===== config.mk =====
export PLATFORM = sky130hd
export DESIGN_NAME = serial_adder_ctrl
export DESIGN_NICKNAME = d
export VERILOG_FILES = /design/src/rtl/serial_adder_ctrl.sv
export SDC_FILE = /design/constraint.sdc
export NUM_CORES = 1
export LEC_CHECK = 0
export ABC_CLOCK_PERIOD_IN_PS = 1400
export CORE_ASPECT_RATIO = 0.9
export CORE_MARGIN = 2
export CORE_UTILIZATION = 41
export CTS_CLUSTER_SIZE = 14
export DETAILED_ROUTE_END_ITERATION = 8
export GPL_TIMING_DRIVEN = 0
export HOLD_SLACK_MARGIN = 0.05
export PLACE_DENSITY = 0.67
export REMOVE_ABC_BUFFERS = 1
export SLEW_MARGIN = 20
export SYNTH_ARGS = -nofsm -noshare
export SYNTH_HDL_FRONTEND = slang
export SYNTH_SLANG_ARGS = --single-unit

===== constraint.sdc =====
create_clock -name clk -period 1.4 [get_ports clk]
set_input_delay 0.21 -clock clk [delete_from_list [all_inputs] [get_ports clk]]
set_output_delay 0.21 -clock clk [all_outputs]
set_load 0.1 [all_outputs]

===== src/rtl/serial_adder_ctrl.sv =====
// Bit-serial WIDTH-bit adder: one full-adder slice, registered carry, start/done handshake.
// Optional two's-complement overflow output is enabled by defining SERIAL_ADDER_OVF_EN.
module serial_adder_ctrl #(
  parameter int unsigned WIDTH = 8
) (
  input  logic             clk,
  input  logic             rst_n,
  input  logic             start,
  input  logic [WIDTH-1:0] a,
  input  logic [WIDTH-1:0] b,
  input  logic             cin,
  output logic             busy,
  output logic             done,
  output logic [WIDTH-1:0] sum,
  output logic             cout
`ifdef SERIAL_ADDER_OVF_EN
  ,
  output logic             ovf
`endif
);

  localparam int unsigned CNT_W = (WIDTH > 1) ? $clog2(WIDTH) : 1;

  typedef enum logic [1:0] {
    S_IDLE  = 2'd0,
    S_SHIFT = 2'd1,
    S_DONE  = 2'd2
  } state_t;

  state_t             r_state;
  state_t             w_state_nx;
  logic               w_accept;
  logic               w_last;
  logic [WIDTH-1:0]   r_a_sh;
  logic [WIDTH-1:0]   r_b_sh;
  logic               r_carry;
  logic [CNT_W-1:0]   r_cnt;
  logic [WIDTH-1:0]   r_acc;
  logic               r_busy;
  logic               r_done;
  logic [WIDTH-1:0]   r_sum;
  logic               r_cout;
  logic               w_s;
  logic               w_co;
  logic [WIDTH-1:0]   w_acc_nx;

  // Full-adder slice on the current LSBs plus the carry flop
  assign w_s      = r_a_sh[0] ^ r_b_sh[0] ^ r_carry;
  assign w_co     = (r_a_sh[0] & r_b_sh[0]) | (r_carry & (r_a_sh[0] ^ r_b_sh[0]));
  assign w_acc_nx = {w_s, r_acc[WIDTH-1:1]};

  // State register
  always_ff @(posedge clk or negedge rst_n) begin
    if (!rst_n) begin
      r_state <= S_IDLE;
    end else begin
      r_state <= w_state_nx;
    end
  end

  // Next-state and control decode
  always_comb begin
    w_state_nx = r_state;
    w_accept   = 1'b0;
    w_last     = 1'b0;
    case (r_state)
      S_IDLE: begin
        if (start) begin
          w_accept   = 1'b1;
          w_state_nx = S_SHIFT;
        end
      end
      S_SHIFT: begin
        if (r_cnt == CNT_W'(WIDTH - 1)) begin
          w_last     = 1'b1;
          w_state_nx = S_DONE;
        end
      end
      S_DONE: begin
        if (start) begin
          w_accept   = 1'b1;
          w_state_nx = S_SHIFT;
        end else begin
          w_state_nx = S_IDLE;
        end
      end
      default: w_state_nx = S_IDLE;
    endcase
  end

  // Handshake outputs registered from the next state
  always_ff @(posedge clk or negedge rst_n) begin
    if (!rst_n) begin
      r_busy <= 1'b0;
      r_done <= 1'b0;
    end else begin
      r_busy <= (w_state_nx == S_SHIFT);
      r_done <= (w_state_nx == S_DONE);
    end
  end

  // Operand shifters, carry, counter and accumulator
  always_ff @(posedge clk or negedge rst_n) begin
    if (!rst_n) begin
      r_a_sh  <= '0;
      r_b_sh  <= '0;
      r_carry <= 1'b0;
      r_cnt   <= '0;
      r_acc   <= '0;
    end else if (w_accept) begin
      r_a_sh  <= a;
      r_b_sh  <= b;
      r_carry <= cin;
      r_cnt   <= '0;
      r_acc   <= '0;
    end else if (r_state == S_SHIFT) begin
      r_a_sh  <= r_a_sh >> 1;
      r_b_sh  <= r_b_sh >> 1;
      r_carry <= w_co;
      r_acc   <= w_acc_nx;
      // Wrap to zero on the last bit so the counter never passes WIDTH-1
      r_cnt   <= w_last ? '0 : r_cnt + CNT_W'(1);
    end
  end

  // Result registers update only on the completion edge
  always_ff @(posedge clk or negedge rst_n) begin
    if (!rst_n) begin
      r_sum  <= '0;
      r_cout <= 1'b0;
    end else if (w_last) begin
      r_sum  <= w_acc_nx;
      r_cout <= w_co;
    end
  end

`ifdef SERIAL_ADDER_OVF_EN
  logic r_ovf;

  // Carry into the MSB is the carry flop during the final SHIFT cycle
  always_ff @(posedge clk or negedge rst_n) begin
    if (!rst_n) begin
      r_ovf <= 1'b0;
    end else if (w_last) begin
      r_ovf <= r_carry ^ w_co;
    end
  end

  assign ovf = r_ovf;
`endif

  assign busy = r_busy;
  assign done = r_done;
  assign sum  = r_sum;
  assign cout = r_cout;

endmodule


### Word-level counts from Yosys, hierarchy flattened

Cells that the tools add are included.

| word-level totals | value |
|---|---|
| flip-flop bits (word level) | 41 |
| bits of input ports | 20 |
| logic and storage cells | 43 |

| operators by class | value |
|---|---|
| add/subtract/negate cells | 1 |
| equal/unequal tests | 5 |
| mux-type cells | 19 |
| bitwise operators | 5 |
| reduce and logical (&&, ||, !) cells | 3 |

Operators by type and width:

| kind | count |
|---|---|
| 2-to-1 mux 8 bit | 6 |
| 2-to-1 mux 3 bit | 3 |
| 2-to-1 mux 1 bit | 7 |
| case mux 2 bit (3 select lines) | 1 |
| equality test 2 x 1 -> 1 bit, second input constant | 2 |
| equality test 2 bit, second input constant | 2 |
| 2-to-1 mux 2 bit | 2 |
| adder 3 x 1 -> 3 bit, second input constant | 1 |
| equality test 3 bit, second input constant | 1 |
| bitwise AND 1 bit | 2 |
| logical NOT 2 bit | 1 |
| nonzero test 2 bit | 1 |
| OR reduction 2 bit | 1 |
| bitwise XOR 1 bit | 2 |
| bitwise OR 1 bit | 1 |

### Depth between registers and ports, before layout

Gate-level depths: netlist of the first run.

| depth | value |
|---|---|
| word-level depth | 6 |
| depth in mapped cells | 6 |
| gate-level depth less buffers | 5 |

### Worst setup path before layout of the first run

Ideal clock, no wire load.

| path | value |
|---|---|
| path kind | register -> register |
| start | register r_cnt[0] |
| end | register r_sum[4], in the netlist sum[4] |
| setup time | 0.125 ns |
| arrival time | 1.311 ns |
| setup slack | -0.036 ns |
| cell stages (with the launch flop) | 6 |
| path buffers | 1 |
| cells stage by stage | dfrtp_1 ha_1 ha_1 nand3b_4 buf_6 mux2_4 |

| on the way | value |
|---|---|
| longest elaborated chain between the ends | 3 |

RTL lines:

| element | line | RTL |
|---|---|---|
| start: declaration | 37 | `logic [CNT_W-1:0] r_cnt;` |
| start signal: assignment | 122 | `r_cnt <= w_last ? '0 : r_cnt + CNT_W'(1);` |
| equality test 3 bit | 74 | `if (r_cnt == CNT_W'(WIDTH - 1)) begin` |
| 2-to-1 mux 1 bit | 74 |  |
| 2-to-1 mux 1 bit | 66 | `case (r_state)` |
| end signal: assignment | 132 | `r_sum <= w_acc_nx;` |
| end: declaration | 41 | `logic [WIDTH-1:0] r_sum;` |

Every way passes these cells.
A chain may end at the register's enable or synchronous reset.

### Worst setup path in the final report of the first run

| path | value |
|---|---|
| start | register r_busy, in the netlist busy |
| end | output busy |

RTL lines:

| element | line | RTL |
|---|---|---|
| start: declaration | 39 | `logic r_busy;` |
| start signal: assignment | 97 | `r_busy <= (w_state_nx == S_SHIFT);` |
| end: declaration | 12 | `output logic busy,` |

No word-level cell between the ends.

==> reports/summary.md, run 1 <==
- complete, no violations — run status
- sky130_fd_sc_hd__dfrtp_1, sky130_fd_sc_hd__mux2i_1, sky130_fd_sc_hd__mux2_2 — top post-synthesis cells by area
- flip-flop to primary output — critical path start-end classification
- 2330 microns — post-detail-place hpwl
- 4550 sq um — Core Region
- 40 — count of state elements after synthesis
- 725 MHz — maximum operating frequency
- 0 — final setup violation count
- 1 — crit path buf inv count
- 1,398 — total number of vias
- 0 — overall overflow remaining after global route
- 0.717 — final weighted congestion of routability-driven global placement
- 0.00256 ns — worst clock skew
- flip-flop — startpoint type of the worst setup path
- 0.30 ns — Clk Latency, worst-skew pair
- sky130_fd_sc_hd__dfrtp_1 — most frequent cell after synthesis
- true — RSZ-0062 raised after global routing
- 98.5% — share of the cycle needed by the critical path after routing
- 1.19 ns — Data required, critical path
- 26.4% — fraction of layout cells with a size suffix above 1
- 11.9 sq um — mean cell area of the mapped netlist
- sky130_fd_sc_hd__clkbuf_8 — CTS Root Cell
- 40 — clk sink count
- 3.17 mW — total internal power
- 2480 sq um — final instance area
- 230 — number of nets in the layout
- 25 — unique cell type count in the Yosys netlist
- 0.53 ns — largest stage delay on the critical path
- sky130_fd_sc_hd__dfrtp_1 — Yosys top cell by area
- 5.61 mW — Final Total Pwr
- 5.18 — number of vias per cell after detailed routing
- 0 — number of antenna violations at the first check in global routing
- 25.7% — signed area change from the synthesized netlist to the final layout
- 14.7 microns — drt wl/cell
- 0 — Yosys warning count
- 15.4% — GR Util All Layers
- 0 — Max Transition Viols Final
- 0.0208 ns — post-route worst setup slack
- 33 — largest net degree at the start of global routing
- busy$_DFF_PN0_ — launching element of the worst setup path
- 166 — Gate Count Post-Synth
- 6590 microns — first-pass GRT wire length
- sky130_fd_sc_hd__clkdlybuf4s18_2 — critical-path cell with the highest stage delay
- 50.7% — share of the synthesized area in the top cell type
- 69.9 microns — Chip Height
- 5390 sq um — die outline area
- 1980 sq um — Post-Synthesis Cell Area
- 43.6% — fraction of power spent switching nets
- 1 — highest net fanout along the worst path
- 0.07 ns — clk slew on worst S/H paths
- 5 — number of buffers added by the clock tree synthesis step
- 3960 microns — total detailed-routing wirelength
- 23 — number of cell rows
- 0 — count of endpoints failing hold in the final timing report
- sky130_fd_sc_hd__dfrtp_1, sky130_fd_sc_hd__mux2i_1, sky130_fd_sc_hd__a21oi_1, sky130_fd_sc_hd__nor2b_1, sky130_fd_sc_hd__a211oi_1 — leading post-synthesis cells by instance count
- 37.6% — share of total power in sequential cells
- 0 — Antenna Diode Count
- primary output — type of destination of the critical path
- 2.45 mW — net switching component of the power
- 2280 sq um — post-placement cell area
- 2 — Bufs on Longest Clock Path
- 0 — total of max-cap violations
- 57.6% — Slew headroom
- 0 — Post-DRT Antenna Nets
- 2260 nW/um^2 — Pwr Density
- sky130_fd_sc_hd__dfrtp_1 — top_reg_cell synth
- 75 — Starting DRT DRC Count
- 30 — # port buffers
- 54.6% — final core utilization
- 0.636 ns — Slew @ Worst Pin
- 4 — number of iterations in the first detailed-routing pass
- yes — CTS tree
- 410 — number of filler instances in the final layout
- 100% — share of flip-flops with an asynchronous set or reset after synthesis
- 1.38 ns — minimum clock period after layout
- 2 — Max H-tree Level
- 1.12 nW — Lkg Pwr
- input pin to asynchronous set/reset pin — class of the tightest hold or removal check
- 0 — DRC viols
- r_cnt[1]$_DFFE_PN0P_ — r2r startpoint
- clkdlybuf4s18_2 — CP cell instances
- 48.2% — power share of the combinational group
- 77.2 microns — Die X-Extent
- 0.817 mV — worst vdd rail ir drop
- 31 — Boundary Pins
- 1.17 ns — worst path arrival time
- 50.7% — fraction of the yosys area taken by sequential cells
- 0 — number of enable flip-flop cells after synthesis
- -0.855 ns — worst slack at placement
- 1,405 — via count of the first global-routing pass
- 14.2% — clock power share
- 43.5% — Initial Utilization
- buffers and inverters — cell family contributing the most delay on the critical path
[worst paths after layout]
| kind | depth (start not counted) | slack [ns] | to |
|---|---|---|---|
| max in group asynchronous | 3 | 0.58 | r_state[1]$_DFF_PN0_ |
| min in group clk | 2 | 0.49 | sum[7]$_DFFE_PN0P_ |
| worst min-delay path | 2 | 0.35 | sum[7]$_DFFE_PN0P_ |
| worst max-delay path | 1 | 0.02 | busy |
| worst max register to register | 4 | 0.03 | sum[0]$_DFFE_PN0P_ |
| worst min register to register | 2 | 0.49 | sum[7]$_DFFE_PN0P_ |
[what timing repair did]
action / CTS / global route
pin swaps: 2 / 1
endpoints found under the hold margin: 14 / 0
buffers inserted: 6 / 7
hold buffers: 1 / 0
gates resized for setup: 60 / 5
setup endpoints to repair: 51 / 10
cloned: 1 / 0
[metrics by stage]
step           TNS [ns]  instances  hold WS, ns
6_report              0        270        0.352
5_1_grt         -0.0308        270        0.384
4_1_cts               0        263        0.370
3_5_place_dp     -24.40        247        0.143
3_3_place_gp     -59.82        246        0.465
2_1_floorplan     -7.91        154      -0.0856
[cell type report]
class	count	area, sq um	area share (%)
inverter	6	22.5	0.907
sequential	40	1010	40.6
clock buffer	8	90.1	3.63
tap	62	77.6	3.12
timing repair buffer	45	385	15.5
multi-input combinational	109	900	36.2
[routing by layer]
metal  part of all wire (%)  GRT usage [%]  vias up
li1                       -              -      683
met1                     47           20.6      677
met2                     47           23.4       31
met3                    4.5           3.62        7
met4                    1.8           7.54        0
met5                      0              0        -
[placed cells by master (no fill, tap or decap), types with 3 or more instances in the layout]
master	n
sky130_fd_sc_hd__dfrtp_1	38
sky130_fd_sc_hd__o21ai_0	6
sky130_fd_sc_hd__buf_4	11
sky130_fd_sc_hd__nand2_1	4
sky130_fd_sc_hd__a21oi_1	15
sky130_fd_sc_hd__a211oi_1	14
sky130_fd_sc_hd__a22o_1	11
sky130_fd_sc_hd__mux2_2	10
sky130_fd_sc_hd__inv_1	6
sky130_fd_sc_hd__nor2b_1	14
sky130_fd_sc_hd__clkdlybuf4s50_1	17
sky130_fd_sc_hd__clkbuf_8	6
sky130_fd_sc_hd__buf_2	11
sky130_fd_sc_hd__mux2i_1	16
sky130_fd_sc_hd__mux2_4	3
[power groups by stage]
stage	clock network [mW]	registers (mW)	logic, mW
floorplan	0	2.86	1.14
global placement	0	2.15	2.38
detailed placement	0	2.20	2.46
CTS	0.818	2.12	2.61
global route	0.871	2.18	2.90
finish	0.799	2.11	2.71
[state kept, by name, indices dropped and copies added, names as in the netlist]
register  cells
cout          1
r_a_sh        8
r_carry       1
r_acc         7
r_cnt         3
done          1
busy          1
r_state       2
r_b_sh        8
sum           8
[logic make-up (layout without fill, tap and decap cells)]
family	count (synthesis)	count (layout)	synth area share, %
AOI/OAI and AO/OA	49	49	16.8
adders and majority gates	3	3	2.28
buffers and inverters	18	59	5.83
and+or+nand+nor	27	28	8.36
muxes	29	29	16.1
DFF	40	40	50.7
Power figures use the tool's default switching activity.
==> run 2: changes to the inputs <==
--- a/config.mk
+++ b/config.mk
@@ -7,7 +7,7 @@
 export LEC_CHECK = 0
 export ABC_CLOCK_PERIOD_IN_PS = 1400
 export CORE_ASPECT_RATIO = 0.9
-export CORE_MARGIN = 2
+export CORE_MARGIN = 3
 export CORE_UTILIZATION = 41
 export CTS_CLUSTER_SIZE = 14
 export DETAILED_ROUTE_END_ITERATION = 8
==> run 2 against run 1 <==
Wire length up 7.5%. Clock power up 16%. Cell count down 0.37%. Critical path type is now flip-flop to flip-flop.
==> reports/summary.md, run 2 (same netlist as run 1, synthesis figures left out) <==
- complete, no violations — run status
- 2 — Max H-tree Level
- 0 — Antenna Diode Count
- flip-flop — type of destination of the critical path
- 2 — Bufs on Longest Clock Path
- 0.08 ns — clk slew on worst S/H paths
- 0 — DRC viols
- 15.8 microns — drt wl/cell
- 5.79 mW — Final Total Pwr
- 0 — number of antenna violations at the first check in global routing
- 0 ns — setup TNS
- 30 — # port buffers
- 2310 nW/um^2 — Pwr Density
- r_cnt[0]$_DFFE_PN0P_ — endpoint of the worst-slack reg-to-reg timing path
- 0.38 ns — largest stage delay on the critical path
- 6770 microns — first-pass GRT wire length
- 1.58 ns — Data required, critical path
- 5.45 — number of vias per cell after detailed routing
- 6 — number of iterations in the first detailed-routing pass
- 40 — clk sink count
- 0.29 ns — Clk Latency, worst-skew pair
- 31 — Boundary Pins
- 43.5% — Initial Utilization
- 57.4% — Slew headroom
- 1,432 — via count of the first global-routing pass
- 4 — highest net fanout along the worst path
- 27.0% — signed area change from the synthesized netlist to the final layout
- 0 — total of max-cap violations
- 247 — Inst Count DP
- 4260 microns — total detailed-routing wirelength
- 0 — overall overflow remaining after global route
- 99.3% — share of the cycle needed by the critical path after routing
- 71.9 microns — Chip Height
- ha_2 > ha_4 > nor2_4 > mux2_2 > a22o_1 — CP cell instances
- 0.00382 ns — worst clock skew
- 0.00981 ns — post-route worst setup slack
- 1.39 ns — minimum clock period after layout
- flip-flop — startpoint type of the worst setup path
- 4550 sq um — Core Region
- flip-flop to flip-flop — critical path start-end classification
- 1.57 ns — worst path arrival time
- 2370 microns — post-detail-place hpwl
- sky130_fd_sc_hd__dfrtp_1 — most common cell after layout, fill and taps aside
- 15.5% — GR Util All Layers
- sky130_fd_sc_hd__dfrtp_1, sky130_fd_sc_hd__clkdlybuf4s50_1, sky130_fd_sc_hd__mux2i_1 — commonest cells after routing, fill and taps aside
- 0 — Post-DRT Antenna Nets
- input pin to asynchronous set/reset pin — class of the tightest hold or removal check
- 1.13 nW — Lkg Pwr
- sky130_fd_sc_hd__dfrtp_1 — critical-path cell with the highest stage delay
- 55.2% — final core utilization
- -0.867 ns — worst slack at placement
- met2 — gr busiest metal
- 0 — count of endpoints failing hold in the final timing report
- 0 — final setup violation count
- 0.911 mV — worst vdd rail ir drop
- 5 — number of cells on the worst reg-to-reg path
- 719 MHz — maximum operating frequency
- 5690 sq um — die outline area
- true — RSZ-0062 raised after global routing
- 18.9% — GR Util met1
- 26.6% — fraction of layout cells with a size suffix above 1
- 269 — final std cells w/o fill
- r_cnt[1]$_DFFE_PN0P_ — launching element of the worst setup path
- sky130_fd_sc_hd__clkbuf_8 — CTS Root Cell
- yes — CTS tree
- 0.729 — final weighted congestion of routability-driven global placement
- 5 — number of buffers added by the clock tree synthesis step
- r_cnt[1]$_DFFE_PN0P_ — r2r startpoint
- 23 — number of cell rows
- 0.01 ns — R2R setup slack
- 0.639 ns — Slew @ Worst Pin
- 26.1% — met2 Resource Use GR
- 1,466 — total number of vias
- 34 — largest net degree at the start of global routing
- 96 — Starting DRT DRC Count
- 229 — number of nets in the layout
- 0 — Max Transition Viols Final
- 5.65% — GR Util met3
- 79.2 microns — Die X-Extent
run 2: cell count changes in the layout (fill, tap and decap cells not counted):
cell,previous run,this run
sky130_fd_sc_hd__bufinv_16,0,1
sky130_fd_sc_hd__buf_4,11,10
sky130_fd_sc_hd__clkbuf_8,6,5
sky130_fd_sc_hd__clkinv_2,0,1
sky130_fd_sc_hd__buf_6,1,0
sky130_fd_sc_hd__mux2_4,3,4
sky130_fd_sc_hd__nor2_2,2,0
sky130_fd_sc_hd__clkbuf_1,2,1
sky130_fd_sc_hd__mux2_2,10,9
sky130_fd_sc_hd__clkdlybuf4s18_2,1,2
sky130_fd_sc_hd__clkdlybuf4s15_2,1,0
sky130_fd_sc_hd__nor2_4,0,2
sky130_fd_sc_hd__buf_8,1,2
run 2: how the worst max path moves through the flow:
| stage | cells past startpoint | slack [ns] | to |
|---|---|---|---|
| global route | 4 | -0.02 | sum[0]$_DFFE_PN0P_ |
| detailed placement | 4 | -0.87 | r_a_sh[0]$_DFFE_PN0P_ |
| finish | 5 | 0.01 | r_cnt[0]$_DFFE_PN0P_ |
| global placement | 1 | -0.81 | r_b_sh[3]$_DFFE_PN0P_ |
| CTS | 1 | 0.003 | sum[5] |
| floorplan | 2 | -0.42 | sum[0]$_DFFE_PN0P_ |
run 2: per-layer routing:
| layer | vias to the layer above | routed length [microns] |
|---|---|---|
| met5 | - | 0 |
| met4 | 0 | 38 |
| met3 | 5 | 229 |
| met2 | 41 | 2170 |
| met1 | 740 | 1820 |
| li1 | 680 | - |
run 2: per-stage QoR:
stage          area [sq um]  hold WS (ns)
6_report               2510         0.298
5_1_grt                2510         0.303
4_1_cts                2440         0.294
3_5_place_dp           2280        0.0749
3_3_place_gp           2260         0.463
2_1_floorplan          1880       -0.0856
run 2: final cells by class:
type | count | area [sq um]
multi-input combinational | 109 | 913
timing repair buffer | 44 | 380
fill | 411 | 2040
tap | 62 | 77.6
clock buffer | 6 | 72.6
clock inverter | 2 | 35.0
inverter | 6 | 22.5
sequential | 40 | 1010
run 2: what timing repair did:
action / CTS / global route
buffers inserted: 5 / 7
endpoints found under the hold margin: 40 / 0
pin swaps: 1 / 2
resized for setup: 58 / 11
hold buffers: 1 / 0
gates cloned: 0 / 1
setup endpoints to repair: 51 / 22
run 2: power by group:
part           leakage (nW)  internal [mW]  total [mW]  switching, mW
clock                0.0552          0.529       0.929          0.400
combinational         0.582           1.11        2.73           1.62
sequential            0.495           1.66        2.13          0.472
run 2: critical path: cells and delay by family (launching register included):
kind,cells,cell delay [ns]
fa+ha+maj,2,0.40
flops,1,0.38
mux,1,0.26
compound gates,1,0.18
simple gates,1,0.06
